## config.mk

```make
export PLATFORM = sky130hd
export DESIGN_NAME = logicnet_input_packer
export DESIGN_NICKNAME = d
export VERILOG_FILES = /design/src/rtl/logicnet_pkg.sv /design/src/rtl/logicnet_thresh_quant.sv /design/src/rtl/logicnet_input_packer.sv
export SDC_FILE = /design/constraint.sdc
export NUM_CORES = 1
export LEC_CHECK = 0
export ABC_AREA = 0
export CORE_MARGIN = 1.5
export CORE_UTILIZATION = 35
export CTS_CLUSTER_SIZE = 12
export DETAILED_ROUTE_END_ITERATION = 8
export SLEW_MARGIN = 15
export SYNTH_ARGS = -nofsm -noshare
export SYNTH_HDL_FRONTEND = slang
export SYNTH_SLANG_ARGS = --single-unit
export TNS_END_PERCENT = 30
```

## constraint.sdc

```tcl
create_clock -name clk -period 24.3 [get_ports clk]
set_input_delay 6.075 -clock clk [delete_from_list [all_inputs] [get_ports clk]]
set_output_delay 6.075 -clock clk [all_outputs]
set_load 0.1 [all_outputs]
```

## src/rtl/logicnet_pkg.sv

```systemverilog
`default_nettype none
// ============================================================================
// Module : logicnet_pkg
// Brief  : Shared types, constants and slot helper for the LogicNet input stage.
// Rev    : 1.0
// ============================================================================
package logicnet_pkg;

    typedef enum logic [0:0] {
        FILL = 1'b0,
        HOLD = 1'b1
    } state_t;

    localparam int QCODE_W = 2;

    function automatic int slot_off(input int k);
        return k * QCODE_W;
    endfunction

endpackage
`default_nettype wire

```

## src/rtl/logicnet_thresh_quant.sv

```systemverilog
`default_nettype none
// ============================================================================
// Module : logicnet_thresh_quant
// Brief  : Three-threshold quantizer, unsigned input to a 2-bit code.
// Rev    : 1.0
// ============================================================================
module logicnet_thresh_quant
    import logicnet_pkg::*;
#(
    parameter int IN_W = 8,
    parameter int T0   = 64,
    parameter int T1   = 128,
    parameter int T2   = 192
) (
    input  logic [IN_W-1:0]    i_data,
    output logic [QCODE_W-1:0] o_code
);

    localparam logic [IN_W-1:0] c_T0 = IN_W'(T0);
    localparam logic [IN_W-1:0] c_T1 = IN_W'(T1);
    localparam logic [IN_W-1:0] c_T2 = IN_W'(T2);

    logic w_ge0;
    logic w_ge1;
    logic w_ge2;

    // Equality counts as having crossed the threshold.
    assign w_ge0 = (i_data >= c_T0);
    assign w_ge1 = (i_data >= c_T1);
    assign w_ge2 = (i_data >= c_T2);

    assign o_code = {1'b0, w_ge0} + {1'b0, w_ge1} + {1'b0, w_ge2};

endmodule
`default_nettype wire

```

## src/rtl/logicnet_input_packer.sv

```systemverilog
`default_nettype none
// ============================================================================
// Module : logicnet_input_packer
// Brief  : Quantizes raw feature beats and packs them, double-buffered, into
//          one flat input vector for the layer-0 LUT neurons.
// Rev    : 1.0
// ============================================================================
module logicnet_input_packer
    import logicnet_pkg::*;
#(
    parameter int NUM_FEATURES = 49,
    parameter int IN_W         = 8,
    parameter int BITS         = QCODE_W,
    parameter int T0           = 64,
    parameter int T1           = 128,
    parameter int T2           = 192,
    parameter int CNT_W        = 16
) (
    input  logic                         clk,
    input  logic                         rst,
    input  logic                         s_valid,
    output logic                         s_ready,
    input  logic [IN_W-1:0]              s_data,
    input  logic                         s_last,
    output logic                         m_valid,
    input  logic                         m_ready,
    output logic [NUM_FEATURES*BITS-1:0] m_data,
    output logic                         err,
    output logic [CNT_W-1:0]             vec_count
);

    localparam int              c_IDX_W    = (NUM_FEATURES > 1) ? $clog2(NUM_FEATURES) : 1;
    localparam int              c_VEC_W    = NUM_FEATURES * BITS;
    localparam logic [c_IDX_W-1:0] c_LAST_IDX = c_IDX_W'(NUM_FEATURES - 1);

    state_t               r_state;
    state_t               w_state_next;
    logic                 r_s_ready;
    logic [c_IDX_W-1:0]   r_idx;
    logic [c_VEC_W-1:0]   r_asm;
    logic [c_VEC_W-1:0]   w_asm_merged;
    logic [c_VEC_W-1:0]   w_xfer_data;
    logic                 r_m_valid;
    logic [c_VEC_W-1:0]   r_m_data;
    logic                 r_err;
    logic [CNT_W-1:0]     r_vec_count;
    logic [QCODE_W-1:0]   w_code;

    logic w_accept;
    logic w_at_last;
    logic w_out_free;
    logic w_xfer;
    logic w_asm_clr;
    logic w_asm_wr;
    logic w_idx_inc;
    logic w_err_next;

    logicnet_thresh_quant #(
        .IN_W (IN_W),
        .T0   (T0),
        .T1   (T1),
        .T2   (T2)
    ) u_quant (
        .i_data (s_data),
        .o_code (w_code)
    );

    assign w_accept   = s_valid && r_s_ready;
    assign w_at_last  = (r_idx == c_LAST_IDX);
    assign w_out_free = !r_m_valid || m_ready;

    // Assembly image with the in-flight code merged in, so a completing beat
    // can go straight to the output register in the same cycle.
    always_comb begin
        w_asm_merged = r_asm;
        w_asm_merged[slot_off(int'(r_idx)) +: QCODE_W] = w_code;
    end

    assign w_xfer_data = (r_state == FILL) ? w_asm_merged : r_asm;

    always_ff @(posedge clk or posedge rst) begin
        if (rst) begin
            r_state <= FILL;
        end else begin
            r_state <= w_state_next;
        end
    end

    always_comb begin
        w_state_next = r_state;
        w_xfer       = 1'b0;
        w_asm_clr    = 1'b0;
        w_asm_wr     = 1'b0;
        w_idx_inc    = 1'b0;
        w_err_next   = 1'b0;
        case (r_state)
            FILL: begin
                if (w_accept) begin
                    if (w_at_last) begin
                        w_err_next = !s_last;
                        if (w_out_free) begin
                            w_xfer    = 1'b1;
                            w_asm_clr = 1'b1;
                        end else begin
                            w_asm_wr     = 1'b1;
                            w_state_next = HOLD;
                        end
                    end else if (s_last) begin
                        w_err_next = 1'b1;
                        w_asm_clr  = 1'b1;
                    end else begin
                        w_asm_wr  = 1'b1;
                        w_idx_inc = 1'b1;
                    end
                end
            end
            HOLD: begin
                if (r_m_valid && m_ready) begin
                    w_xfer       = 1'b1;
                    w_asm_clr    = 1'b1;
                    w_state_next = FILL;
                end
            end
            default: begin
                w_state_next = FILL;
            end
        endcase
    end

    // s_ready is registered from the next state, keeping m_ready off any
    // combinational path to the upstream handshake.
    always_ff @(posedge clk or posedge rst) begin
        if (rst) begin
            r_s_ready <= 1'b0;
            r_idx     <= '0;
            r_asm     <= '0;
            r_err     <= 1'b0;
        end else begin
            r_s_ready <= (w_state_next == FILL);
            r_err     <= w_err_next;
            if (w_asm_clr) begin
                r_asm <= '0;
                r_idx <= '0;
            end else begin
                if (w_asm_wr) begin
                    r_asm[slot_off(int'(r_idx)) +: QCODE_W] <= w_code;
                end
                if (w_idx_inc) begin
                    r_idx <= r_idx + 1'b1;
                end
            end
        end
    end

    always_ff @(posedge clk or posedge rst) begin
        if (rst) begin
            r_m_valid   <= 1'b0;
            r_m_data    <= '0;
            r_vec_count <= '0;
        end else begin
            if (w_xfer) begin
                r_m_valid   <= 1'b1;
                r_m_data    <= w_xfer_data;
                r_vec_count <= r_vec_count + 1'b1;
            end else if (r_m_valid && m_ready) begin
                r_m_valid <= 1'b0;
            end
        end
    end

    assign s_ready   = r_s_ready;
    assign m_valid   = r_m_valid;
    assign m_data    = r_m_data;
    assign err       = r_err;
    assign vec_count = r_vec_count;

endmodule
`default_nettype wire

```

==> flow_metrics.tcl <==
set metrics [dict create \
    vias_per_cell 5.48 \
    gr-total-overflow 0 \
    cpLargestDelayFamily "buffers and inverters" \
    synth_top_family_by_area "simple AND/OR/NAND/NOR gates" \
    hold_viol 0 \
    rsz0062_at_grt "no" \
    synth_edf_count 0 \
    drive_gt1_frac 0.0535 \
    reg2reg_depth 7 \
    ys_ff_latch 222 \
    die_x_um 174 \
    relSlewSlack 0.204 \
    crit_chain "clkdlybuf4s50_1, nand3b_1, o31a_1, or2_4, buf_4, a31oi_1, a221o_1" \
    synthSimpleGateAreaFrac 0.214 \
    whs_path_depth 2 \
    yosys_warnings 0 \
    synth_nets 1088 \
    postCtsHoldBufs 0 \
    final_util 0.436 \
    dpl_cell_area_um2 11700 \
    cts.clk_slew.worst_paths_ns 0.06 \
    antenna_found_initial 0 \
    vdd_ir_drop_max_uv 54.0 \
    slew_violations 0 \
    first_pass_iters 6 \
    ff_latch_area_um2 5560 \
    fin_cells 1561 \
    grt_max_degree 144 \
    netlist_area_um2 10200 \
    r2r-start "r_idx[0]" \
    avgSynthCellArea_um2 9.53 \
    initial_utilization 0.355 \
    power_density_nw_per_um2 65.0 \
    hold-path-endpoint "m_data[43]" \
    ios 130 \
    synth_fa_ha_area_frac 0.00614 \
    cp_slowest_cell "or2_4" \
    synth.area.top_cells "dfrtp_1 54%, nand2_1 8.9%, a32o_1 3.6%, o21ai_0 2.7%, nor2_1 2.5%" \
    cts.htree.levels 1 \
    hold_class "reg -> reg" \
    path_depth 7 \
    dp_cells 1520 \
    std_cell_rows 62 \
    maxClockFrequency_mhz 115 \
    wl_met2_um 13800 \
    finalClockSkew_ns 0.0116 \
    max_stage_delay_ns 0.63 \
    cts_buffers 24 \
    min_period_ns 8.68 \
    worst_r2r_endpoint "r_asm[28]" \
    cp-end-kind "register" \
    clk_latency_ns 0.52 \
    cp_data_arrival_time_ns 9.08 \
    synth_ff_type "dfrtp_1" \
    hold_start "m_data[43]" \
    cap_violations 0 \
    gp_congestion 0.932 \
    yosys.area_share.xor_xnor 0.0223 \
    post_cts_buffers 0 \
    ys_top_cells_by_count "243 x nand2_1, 222 x dfrtp_1, 69 x nor2_1, 55 x o21ai_0, 51 x clkbuf_1" \
    wl_um 30800 \
    netlist-cell-type-count 58 \
    finalCritPeriodShare 0.357 \
    coreArea_um2 28700 \
    yosys.area.top_type_share 0.545 \
    cp_max_fo 65 \
    synthCells 1070 \
    dpl.hpwl_um 21200 \
    clk_path_buf_depth 3 \
    fin_nets 1180 \
    n_antenna_cell 0 \
    stdcell_area_um2 12500 \
    chipHeight_um 174 \
    startpoint_type "input pin" \
    tritoncts "done" \
    path_buf_inv 2 \
    finalSetupViolations 0 \
    async_flop_share 1.00 \
    synth-compound-area-share 0.154 \
    ctsResizeCount 0 \
    synth.most_common_cell "nand2_1" \
    multi_input_area_um2 4270 \
    dieArea_um2 30200 \
    wl_met3_um 2270 \
    cts-root-buf "clkbuf_16" \
    grt_pass1_wl_um 48600 \
    final.setup.tns_ns 0 \
    wl_met1_um 13900 \
    fill_cells 2744 \
    vias 8559 \
    grt.total_usage 0.203 \
    status "completed" \
    synthMuxAreaShare 0.0207 \
    yosys.area.top_type "dfrtp_1" \
    reg2reg_slack_ns 19.98 \
    yosysSeqAreaShare 0.545 \
    post_drt_wl_per_cell_um 19.7 \
    ant_nets 0 \
    port_buffers 123 \
    clkSinkCount 222 \
    syn_to_final_growth_pct 22.7 \
    cp.required_ns 24.70 \
    routed.top_layer "met4" \
    grt_pass1_vias 8342 \
    p_leak_nw 5.46 \
    worst_pin_slew_ns 1.19 \
    remaining_drc_errors 0 \
    crit_type "in -> reg" \
    drtIter0Drc 929 \
]
[state kept, by name, indices dropped and copies added, names as in the netlist]
signal and flops:
m_valid 1, m_data 98, vec_count 16, s_ready 1
r_asm 98, r_idx 6, err 1, r_state 1
[cell usage in the layout (no fill, tap or decap), types with 8 or more instances in the layout]
cell type,Yosys,layout
clkbuf_8,0,8
nand3_1,38,38
a32o_1,37,37
o21ai_0,55,54
xor2_1,14,14
buf_4,1,13
nor2_1,69,68
nor3_1,34,33
or4_1,9,9
inv_1,26,25
a22o_1,25,25
nand4_1,12,12
clkdlybuf4s50_1,0,123
a21oi_1,43,43
and2_1,9,9
nand2_1,243,243
nand2b_1,9,9
o211ai_1,8,8
clkbuf_16,0,25
mux2i_1,20,20
xnor2_1,12,12
dfrtp_1,222,222
o22ai_1,17,17
and3_1,10,10
o2bb2ai_1,12,12
or3_1,9,9
[power by group]
group          internal (W)  total [W]  switching (W)
Sequential         0.000371   0.000373     0.00000247
Combinational     0.0000182  0.0000825      0.0000644
Clock              0.000211   0.000358       0.000147
Total              0.000600   0.000813       0.000214
[per-layer routing]
layer,track usage,vias to the layer above
li1,-,3945
met1,0.287,4235
met2,0.312,325
met3,0.0428,54
met4,0.0675,0
met5,0,-
[cells by family after synthesis]
family | count (synthesis)
AOI/OAI and AO/OA | 224
xor gates and xnor gates | 26
adders and majority gates | 5
buffers and inverters | 96
DFF | 222
muxes | 21
and+or+nand+nor | 476
[layout make-up]
cell class,instances,area share
clock buffers,38,0.0603
clock inverters,3,0.00120
inverters,26,0.00840
multi-input cells,752,0.342
flip-flops and latches,222,0.444
well taps,384,0.0384
repair buffers,136,0.106
[worst max-delay path by stage]
stage                 start  slack [ns]         end
floorplan               rst       12.15         err
global placement    s_valid       15.11  m_data[92]
detailed placement  s_valid       15.11  m_data[92]
CTS                 s_valid       15.65  m_data[92]
global route        s_valid       15.39  m_data[92]
finish              s_valid       15.62  m_data[92]
[worst reg2reg max path, cell delays in order, from the launching register on]
cell	delay [ns]
dfrtp_1	0.62
or4_1	0.76
nor2_1	0.15
ha_1	0.71
inv_1	0.41
nor2_1	0.91
nand3_1	0.37
a2bb2o_1	0.34
[per-stage QoR]
stage	hold WS [ns]	power, W	setup WS [ns]
2_1_floorplan	0.439	0.000433	12.15
3_3_place_gp	0.451	0.000459	15.11
3_5_place_dp	0.456	0.000460	15.11
4_1_cts	0.469	0.000819	15.65
5_1_grt	0.496	0.000841	15.39
6_report	0.461	0.000813	15.62
No activity file was read; power rests on OpenSTA's default activity.
